File: config.mk
export PLATFORM = sky130hd
export DESIGN_NAME = ring_drain_monitor
export DESIGN_NICKNAME = d
export VERILOG_FILES = /design/src/rtl/ring_drain_monitor.sv
export SDC_FILE = /design/constraint.sdc
export NUM_CORES = 1
export LEC_CHECK = 0
export BUFFER_PORTS_ARGS = -buffer_cell sky130_fd_sc_hd__buf_2
export CORE_MARGIN = 3
export CORE_UTILIZATION = 38
export CTS_CLUSTER_DIAMETER = 50
export DETAILED_ROUTE_END_ITERATION = 12
export GPL_ROUTABILITY_DRIVEN = 0
export RECOVER_POWER = 25
export SLEW_MARGIN = 20
export SYNTH_ARGS = -nofsm -noshare
export SYNTH_HDL_FRONTEND = slang
export SYNTH_SLANG_ARGS = --single-unit
File: constraint.sdc
create_clock -name clk -period 20.8 [get_ports clk]
set_clock_uncertainty 0.1 [all_clocks]
set_input_delay 2.08 -clock clk [delete_from_list [all_inputs] [get_ports clk]]
set_output_delay 2.08 -clock clk [all_outputs]
set_load 0.01 [all_outputs]
File: src/rtl/ring_drain_monitor.sv
// ring_drain_monitor
// Sits between the PE/ring-node array and the broadcast controller. It tracks
// which cells have issued their reference-force writeback for the current ref,
// counts drain cycles once every cell has issued, keeps a saturating count of
// ring packets in flight, and declares the end-of-iteration force flush once
// the ring has been quiet for FLUSH_CYCLES cycles.
//
// state | meaning
// IDLE  | waiting for the first iter_start after reset
// RUN   | iteration in progress, waiting for the flush preconditions
// FLUSH | ring quiet, counting flush_cnt up to FLUSH_CYCLES-1
// DONE  | force traffic fully flushed, all_force_wr_issued_o held high
module ring_drain_monitor #(
  parameter int NUM_CELLS    = 64,
  parameter int FLUSH_CYCLES = NUM_CELLS,
  parameter int MAX_INFLIGHT = 4*NUM_CELLS
) (
  input  logic                               clk,
  input  logic                               rst,
  input  logic                               iter_start_i,
  input  logic                               goto_next_ref_i,
  input  logic [NUM_CELLS-1:0]               ref_wb_pulse_i,
  input  logic [NUM_CELLS-1:0]               ring_inject_i,
  input  logic [NUM_CELLS-1:0]               ring_eject_i,
  input  logic                               all_reading_done_i,
  output logic                               all_ref_wb_issued_o,
  output logic [$clog2(NUM_CELLS):0]         drain_counter_o,
  output logic                               all_force_wr_issued_o,
  output logic [$clog2(MAX_INFLIGHT+1)-1:0]  inflight_count_o,
  output logic                               count_err_o
);

  localparam int DW = $clog2(NUM_CELLS) + 1;
  localparam int IW = $clog2(MAX_INFLIGHT + 1);
  localparam int PW = $clog2(NUM_CELLS + 1);
  localparam int SW = ((IW > PW) ? IW : PW) + 2;
  localparam int FW = $clog2(FLUSH_CYCLES + 1);

  typedef enum logic [1:0] {IDLE, RUN, FLUSH, DONE} state_t;

  state_t                state_q;
  logic [FW-1:0]         flush_cnt_q;
  logic                  done_q;
  logic [NUM_CELLS-1:0]  wb_seen_q, wb_seen_d;
  logic                  all_ref_q;
  logic [DW-1:0]         drain_q;
  logic [IW-1:0]         inflight_q, inflight_d;
  logic                  count_err_q, count_err_d;
  logic                  clear_ref;
  logic signed [SW-1:0]  inflight_sum;

  function automatic logic [PW-1:0] popcount(input logic [NUM_CELLS-1:0] v);
    logic [PW-1:0] c;
    c = '0;
    for (int i = 0; i < NUM_CELLS; i++) c = c + PW'(v[i]);
    return c;
  endfunction

  assign clear_ref = goto_next_ref_i | iter_start_i;

  // A clear and a same-cycle pulse: the pulse belongs to the new ref, so clear first.
  always_comb begin
    wb_seen_d = (clear_ref ? '0 : wb_seen_q) | ref_wb_pulse_i;
  end

  // Signed full-width in-flight update with clamping at both ends.
  always_comb begin
    inflight_sum = $signed(SW'(inflight_q)) + $signed(SW'(popcount(ring_inject_i)))
                   - $signed(SW'(popcount(ring_eject_i)));
    inflight_d   = inflight_sum[IW-1:0];
    count_err_d  = count_err_q;
    if (inflight_sum < 0) begin
      inflight_d  = '0;
      count_err_d = 1'b1;
    end else if (inflight_sum > $signed(SW'(MAX_INFLIGHT))) begin
      inflight_d  = IW'(MAX_INFLIGHT);
      count_err_d = 1'b1;
    end
  end

  // Writeback tracking and the saturating drain counter.
  always_ff @(posedge clk) begin
    if (rst) begin
      wb_seen_q <= '0;
      all_ref_q <= 1'b0;
      drain_q   <= '0;
    end else begin
      wb_seen_q <= wb_seen_d;
      all_ref_q <= &wb_seen_d;
      if (clear_ref)
        drain_q <= '0;
      else if (all_ref_q && (drain_q != DW'(NUM_CELLS)))
        drain_q <= drain_q + DW'(1);
    end
  end

  // In-flight packet counter; survives iter_start, only rst clears it and the error flag.
  always_ff @(posedge clk) begin
    if (rst) begin
      inflight_q  <= '0;
      count_err_q <= 1'b0;
    end else begin
      inflight_q  <= inflight_d;
      count_err_q <= count_err_d;
    end
  end

  // Iteration flush FSM; iter_start overrides every state.
  always_ff @(posedge clk) begin
    if (rst) begin
      state_q     <= IDLE;
      flush_cnt_q <= '0;
      done_q      <= 1'b0;
    end else if (iter_start_i) begin
      state_q     <= RUN;
      flush_cnt_q <= '0;
      done_q      <= 1'b0;
    end else begin
      case (state_q)
        IDLE: begin
          done_q <= 1'b0;
        end
        RUN: begin
          if (all_reading_done_i && all_ref_q && (inflight_q == '0) && (ring_inject_i == '0)) begin
            state_q     <= FLUSH;
            flush_cnt_q <= '0;
          end
        end
        FLUSH: begin
          if ((ring_inject_i != '0) || (inflight_q != '0) || !all_reading_done_i) begin
            state_q <= RUN;
          end else if (flush_cnt_q == FW'(FLUSH_CYCLES - 1)) begin
            state_q <= DONE;
            done_q  <= 1'b1;
          end else begin
            flush_cnt_q <= flush_cnt_q + FW'(1);
          end
        end
        DONE: begin
          done_q <= 1'b1;
        end
        default: begin
          state_q <= IDLE;
          done_q  <= 1'b0;
        end
      endcase
    end
  end

  assign all_ref_wb_issued_o   = all_ref_q;
  assign drain_counter_o       = drain_q;
  assign all_force_wr_issued_o = done_q;
  assign inflight_count_o      = inflight_q;
  assign count_err_o           = count_err_q;

endmodule
* Word level (Yosys, flattened, before mapping)
Cells that the tools add are included.
** Word-level totals
- Flip-flop bits (word level) :: 92
** Cells by class
- Add/sub/neg operators :: 130
- Multiplexer cells :: 16
- Reductions and logical operators :: 25
- Bitwise operators :: 2
- $lt $le $gt $ge :: 2
- Eq/ne operators :: 12
** Operators by type and width (count)
- $add 7x1->7 :: 114
- $logic_not 64->1 :: 1
- $mux 64 :: 1
- $or 64x64->64 :: 1
- $reduce_and 64->1 :: 1
- $reduce_bool 64->1 :: 1
- $mux 7 :: 3
- $add 6x1->7 :: 2
- $add 7x1->7 const B :: 2
- $pmux 7 s2 :: 1
- $add 5x1->6 :: 2
- $gt 11x10->1 const B :: 1
- $lt 11x1->1 const B :: 1
- $sub 10x7->11 :: 1
- $add 4x1->5 :: 2
- $add 9x7->10 :: 1
- $logic_not 9->1 :: 1
- $mux 9 :: 1
- $reduce_and 3->1 :: 3
- $reduce_bool 9->1 :: 1
- $add 3x1->4 :: 2
- $ne 2x2->1 const B :: 4
- $eq 7x6->1 const B :: 1
- $ne 7x7->1 const B :: 1
- 20 further kinds :: 38

* Logic depth before layout (Yosys ltp)
- Depth after elaboration :: 68
- Gate-level depth with buffers :: 26
- Mapped depth without buffers :: 26

* Worst setup path after synthesis
OpenSTA, ideal clock, no wires.
- Path kind :: input -> register
- From :: in ring_inject_i[37]
- To :: reg inflight_q[0] (netlist: inflight_count_o[0])
- Arrival time :: 9.103 ns
- Stages :: 25
- Path slack :: 11.524 ns
- Setup time :: 0.073 ns
- Data required time :: 20.627 ns
- Path through :: fa_1 -> inv_1 -> fa_1 -> fa_1 -> inv_1 -> fa_1 -> inv_1 -> fa_1 -> inv_1 -> fa_1 -> inv_1 -> fa_1 -> fa_1 -> fa_1 -> fa_1 -> inv_1 -> ha_1 -> inv_1 -> fa_1 -> nor2b_1 -> o31a_1 -> a2111oi_0 -> or2_2 -> o31a_4 -> nor3b_2
** Between the ends
- Cells in the longest elaborated chain, start to end :: 31
- Elaborated cells between the ends (all ways) :: 32
- Classes of those cells :: add/sub (29); order compare (2); reduce/logical (1)
** RTL lines
- start, declared :: line 23 : input logic [NUM_CELLS-1:0] ring_inject_i,
- $add 7x1->7 (*) (27 in series) :: line 55 : for (int i = 0; i < NUM_CELLS; i++) c = c + PW'(v[i]);
- $add 9x7->10 (*) :: line 68 : inflight_sum = $signed(SW'(inflight_q)) + $signed(SW'(popcount(ring_inject_i)))
- $sub 10x7->11 (*) :: line 69 : - $signed(SW'(popcount(ring_eject_i)));
- $lt 11x1->1 or $gt 11x10->1 (tied branches) :: line 72, 75
- $reduce_or 3->1 (no line)
- end signal, assigned :: line 103 : inflight_q <= inflight_d;
- end, declared :: line 47 : logic [IW-1:0] inflight_q, inflight_d;
Mark *: on every way between the ends. The rest lies on a longest branch, timed or not.
A chain may end at the register's enable or synchronous reset.

* Final worst setup path
Ends and elaborated chain as after synthesis.

==> run_results.csv <==
group,metric,value,unit
placement,place.detailed.hpwl,18500,µm
sta,final_period_minus_worst_setup_slack,9.35,ns
yosys,synth_top_family_by_area,"adder cells",
clock_tree,clock_tree.buffer_depth,2,
floorplanning,dieArea,22900,µm²
drt,routedLengthMet1,8970,µm
sta,rsz0062_at_grt,"false",
critical_path,criticalPathCategory,"in -> reg",
status,failed_checks,"capacitance limit, slew limit",
yosys,number_of_register_bits_inferred_by_synthesis,92,
cells_and_area,areaGrowthSynthToFinish,20.5,%
clock_tree,clock_tree_from_tritoncts,"done",
drt,detail-route-antenna-nets,0,
cells_and_area,post_layout_nonfiller_instances,1352,
sta,finalSetupViolations,0,
yosys,yosysWarningCount,0,
critical_path,rrSetupSlack,14.63,ns
sta,slew_viol_final,67,
critical_path,type_of_origin_of_the_critical_path,"input pin",
global_routing,grt_start_max_net_pins,73,
placement,dp_worst_setup_slack,11.08,ns
yosys,synth_edf_count,0,
yosys,ys_types,62,
global_routing,first_global_vias,6840,
critical_path,arrival,9.52,ns
clock_tree,clkLatencyLatePin,0.34,ns
placement,dp_cells,1335,
sta,maxClockFrequency,107,MHz
yosys,post-synth-top-area-fraction,0.317,
drt,routed_wirelength,21600,µm
floorplanning,boundaryPins,216,
yosys,synth_compound_area_frac,0.113,
clock_tree,cts_made_buffers,9,
yosys,synthArstFlopShare,0,
clock_tree,cts_setup_buffers,0,
yosys,netlist_top_cells_area,"sky130_fd_sc_hd__fa_1 (32%), sky130_fd_sc_hd__dfxtp_1 (23%), sky130_fd_sc_hd__inv_1 (10%), sky130_fd_sc_hd__ha_1 (6.1%), sky130_fd_sc_hd__a21oi_1 (4.6%)",
cells_and_area,design.final.nets,1439,
floorplanning,core-area,20500,µm²
job,cap_violations,1,
global_routing,grt_first_pass_wirelength,33900,µm
yosys,post-synth-top-area-cell,"sky130_fd_sc_hd__fa_1",
floorplanning,effective_utilization_at_floorplan,0.391,
sta,post-route-period-util,0.450,
drt,detailroute.wirelength.met2,10200,µm
yosys,seq_area_frac_synth,0.230,
floorplanning,total_number_of_placement_rows,52,
status,outcome,"finished, violations left",
drt,wl_per_cell,16.0,µm
yosys,synth-adder-area-share,0.378,
yosys,post_synth.cell_area_avg,9.25,µm²
global_routing,initial_antenna_violation_count,4,
cells_and_area,number_of_filler_instances_in_the_final_layout,2040,
global_routing,grt_remaining_overflow,0,
drt,remaining_drc_errors,0,
clock_tree,cts.clk_slew.worst_paths,0.07,ns
critical_path,worst-path-max-fanout,5,
clock_tree,post_cts_hold_buffer_count,0,
critical_path,required,20.97,ns
clock_tree,tritoncts_num_sinks,92,
yosys,synth_simple_gate_area_frac,0.151,
cells_and_area,multi_input_gate_area_in_the_final_layout,5290,µm²
yosys,postSynthCellCount,867,
drt,route.met3.wl,1680,µm
hold_path,timing.hold.worst.class,"reg -> reg",
floorplanning,die_y,151,µm
sta,hold_viol,0,
clock_tree,cts_root_buffer,"sky130_fd_sc_hd__clkbuf_16",
cells_and_area,sequential_cell_area,1840,µm²
clock_tree,cts_htree_levels,3,
critical_path,setup.worst_path.end_class,"flip-flop",
yosys,synth_nets,1230,
floorplanning,die_x,151,µm
drt,drt-vias-per-instance,4.95,
cells_and_area,ratio_of_cells_with_drive_above_1_in_the_final_layout,0.240,
yosys,syn-cell-area,8020,µm²
yosys,synth-main-ff-cell,"sky130_fd_sc_hd__dfxtp_1",
placement,total_of_buffers_placed_on_input_and_output_ports,215,
yosys,post_synth_xor_area_fraction,0.0119,
global_routing,grt_util_all_layers,0.190,
sta,setup_tns,0,ns
drt,drt_first_iter_violations,274,
sta,transition_time_at_the_pin_with_the_least_slew_margin,2.84,ns
drt,route.top_layer_used,"met5",
yosys,synth_mux_area_frac,0.00515,
sta,postLayoutSetupSlackWorst,11.45,ns
critical_path,reg2regPathDepth,20,
clock_tree,cts_repair_resize_count,0,
sta,worst_slew_margin_rel,-0.892,
drt,routed-via-count,6697,
hold_path,timing.hold.worst_path_depth,2,
drt,first_pass_iters,4,
==> path summary, 6_finish.rpt <==
kind | endpoint | startpoint
min | flush_cnt_q[6] | flush_cnt_q[6]
max reg2reg | inflight_count_o[0] | inflight_count_o[0]
max | inflight_count_o[0] | ring_inject_i[37]
min reg2reg | flush_cnt_q[6] | flush_cnt_q[6]
==> cell families (layout without fill, tap and decap cells) <==
group / after synthesis / count (layout)
buf+inv: 235 / 449
compound gates: 140 / 140
mux: 4 / 4
fa+ha+maj: 166 / 166
xor+xnor: 10 / 10
flops: 92 / 92
simple gates: 220 / 220
other cells: 0 / 1
==> synth_stat cells (3+ instances only) <==
master                       n
sky130_fd_sc_hd__a21oi_1    73
sky130_fd_sc_hd__or3_1       4
sky130_fd_sc_hd__nor3b_2     4
sky130_fd_sc_hd__nand3_1    10
sky130_fd_sc_hd__or2_2       3
sky130_fd_sc_hd__nand4_1    25
sky130_fd_sc_hd__nand2b_1    3
sky130_fd_sc_hd__mux2i_1     3
sky130_fd_sc_hd__o221ai_1    6
sky130_fd_sc_hd__xor2_1      3
sky130_fd_sc_hd__a32o_2      4
sky130_fd_sc_hd__o21a_1      4
sky130_fd_sc_hd__o22ai_1    19
sky130_fd_sc_hd__ha_1       39
sky130_fd_sc_hd__fa_1      127
sky130_fd_sc_hd__buf_1       5
sky130_fd_sc_hd__clkbuf_1   13
sky130_fd_sc_hd__o21ai_0     3
sky130_fd_sc_hd__nor4b_1     6
sky130_fd_sc_hd__nor2b_1     3
sky130_fd_sc_hd__a41oi_1     4
sky130_fd_sc_hd__nand2_1    17
sky130_fd_sc_hd__nor4_1     35
sky130_fd_sc_hd__inv_1     215
sky130_fd_sc_hd__dfxtp_1    92
sky130_fd_sc_hd__nor3_2      3
sky130_fd_sc_hd__o22a_1      6
sky130_fd_sc_hd__nor2_1     85
sky130_fd_sc_hd__xnor2_1     6
sky130_fd_sc_hd__nor3_1      8
==> routing by layer <==
metal	up-vias	track usage
met5	-	0
met4	6	0.0739
met3	41	0.0428
met2	255	0.321
met1	3147	0.238
li1	3248	-
==> state kept, by name, indices dropped and copies added, names as in the netlist <==
register,flops
state_q,2
inflight_count_o,9
drain_counter_o,7
wb_seen_q,64
all_force_wr_issued_o,1
count_err_o,1
all_ref_wb_issued_o,1
flush_cnt_q,7
==> final cells by class <==
class	count	share of cell area
diodes	1	0.000259
clock buffers	9	0.0233
clock inverters	7	0.00699
inverters	216	0.0839
multi-input cells	540	0.548
flip-flops and latches	92	0.191
well taps	270	0.0350
repair buffers	217	0.112
==> per-stage QoR <==
step	area [µm²]	util	hold slack [ns]
5_1_grt	9660	0.471	0.359
3_5_place_dp	9370	0.457	0.323
2_1_floorplan	8020	-	0.307
3_3_place_gp	9370	0.457	0.317
6_report	9660	0.471	0.328
4_1_cts	9670	0.472	0.333
==> worst max-delay path, stage by stage <==
cell and delay, ns:
sky130_fd_sc_hd__buf_2 0.12, sky130_fd_sc_hd__fa_1 0.53, sky130_fd_sc_hd__inv_1 0.05, sky130_fd_sc_hd__fa_1 0.39
sky130_fd_sc_hd__fa_1 0.56, sky130_fd_sc_hd__inv_1 0.06, sky130_fd_sc_hd__fa_1 0.54, sky130_fd_sc_hd__inv_1 0.06
sky130_fd_sc_hd__fa_1 0.53, sky130_fd_sc_hd__inv_1 0.05, sky130_fd_sc_hd__fa_1 0.50, sky130_fd_sc_hd__inv_1 0.05
sky130_fd_sc_hd__fa_1 0.56, sky130_fd_sc_hd__fa_1 0.45, sky130_fd_sc_hd__fa_1 0.52, sky130_fd_sc_hd__fa_1 0.41
sky130_fd_sc_hd__inv_1 0.07, sky130_fd_sc_hd__ha_1 0.15, sky130_fd_sc_hd__inv_1 0.06, sky130_fd_sc_hd__fa_1 0.45
sky130_fd_sc_hd__nor2b_1 0.17, sky130_fd_sc_hd__o31a_1 0.17, sky130_fd_sc_hd__a2111oi_0 0.09, sky130_fd_sc_hd__or2_2 0.34
sky130_fd_sc_hd__o31a_4 0.40, sky130_fd_sc_hd__nor3b_2 0.17
==> layout by cell type, fill, tap and decap left out, drive strengths merged, types with 4 or more instances in the layout <==
| cell type | count |
|---|---|
| a21oi | 73 |
| a32o | 4 |
| a41oi | 4 |
| buf | 215 |
| clkbuf | 11 |
| clkinv | 5 |
| dfxtp | 92 |
| fa | 127 |
| ha | 39 |
| inv | 218 |
| nand2 | 17 |
| nand3 | 10 |
| nand4 | 25 |
| nor2 | 86 |
| nor3 | 11 |
| nor3b | 4 |
| nor4 | 37 |
| nor4b | 7 |
| o21a | 4 |
| o221ai | 6 |
| o22a | 6 |
| o22ai | 19 |
| or2 | 4 |
| or3 | 4 |
| xnor2 | 7 |
Power is not shown: default switching activity piles up to over one toggle a cycle in this logic, so the estimate is an artifact.
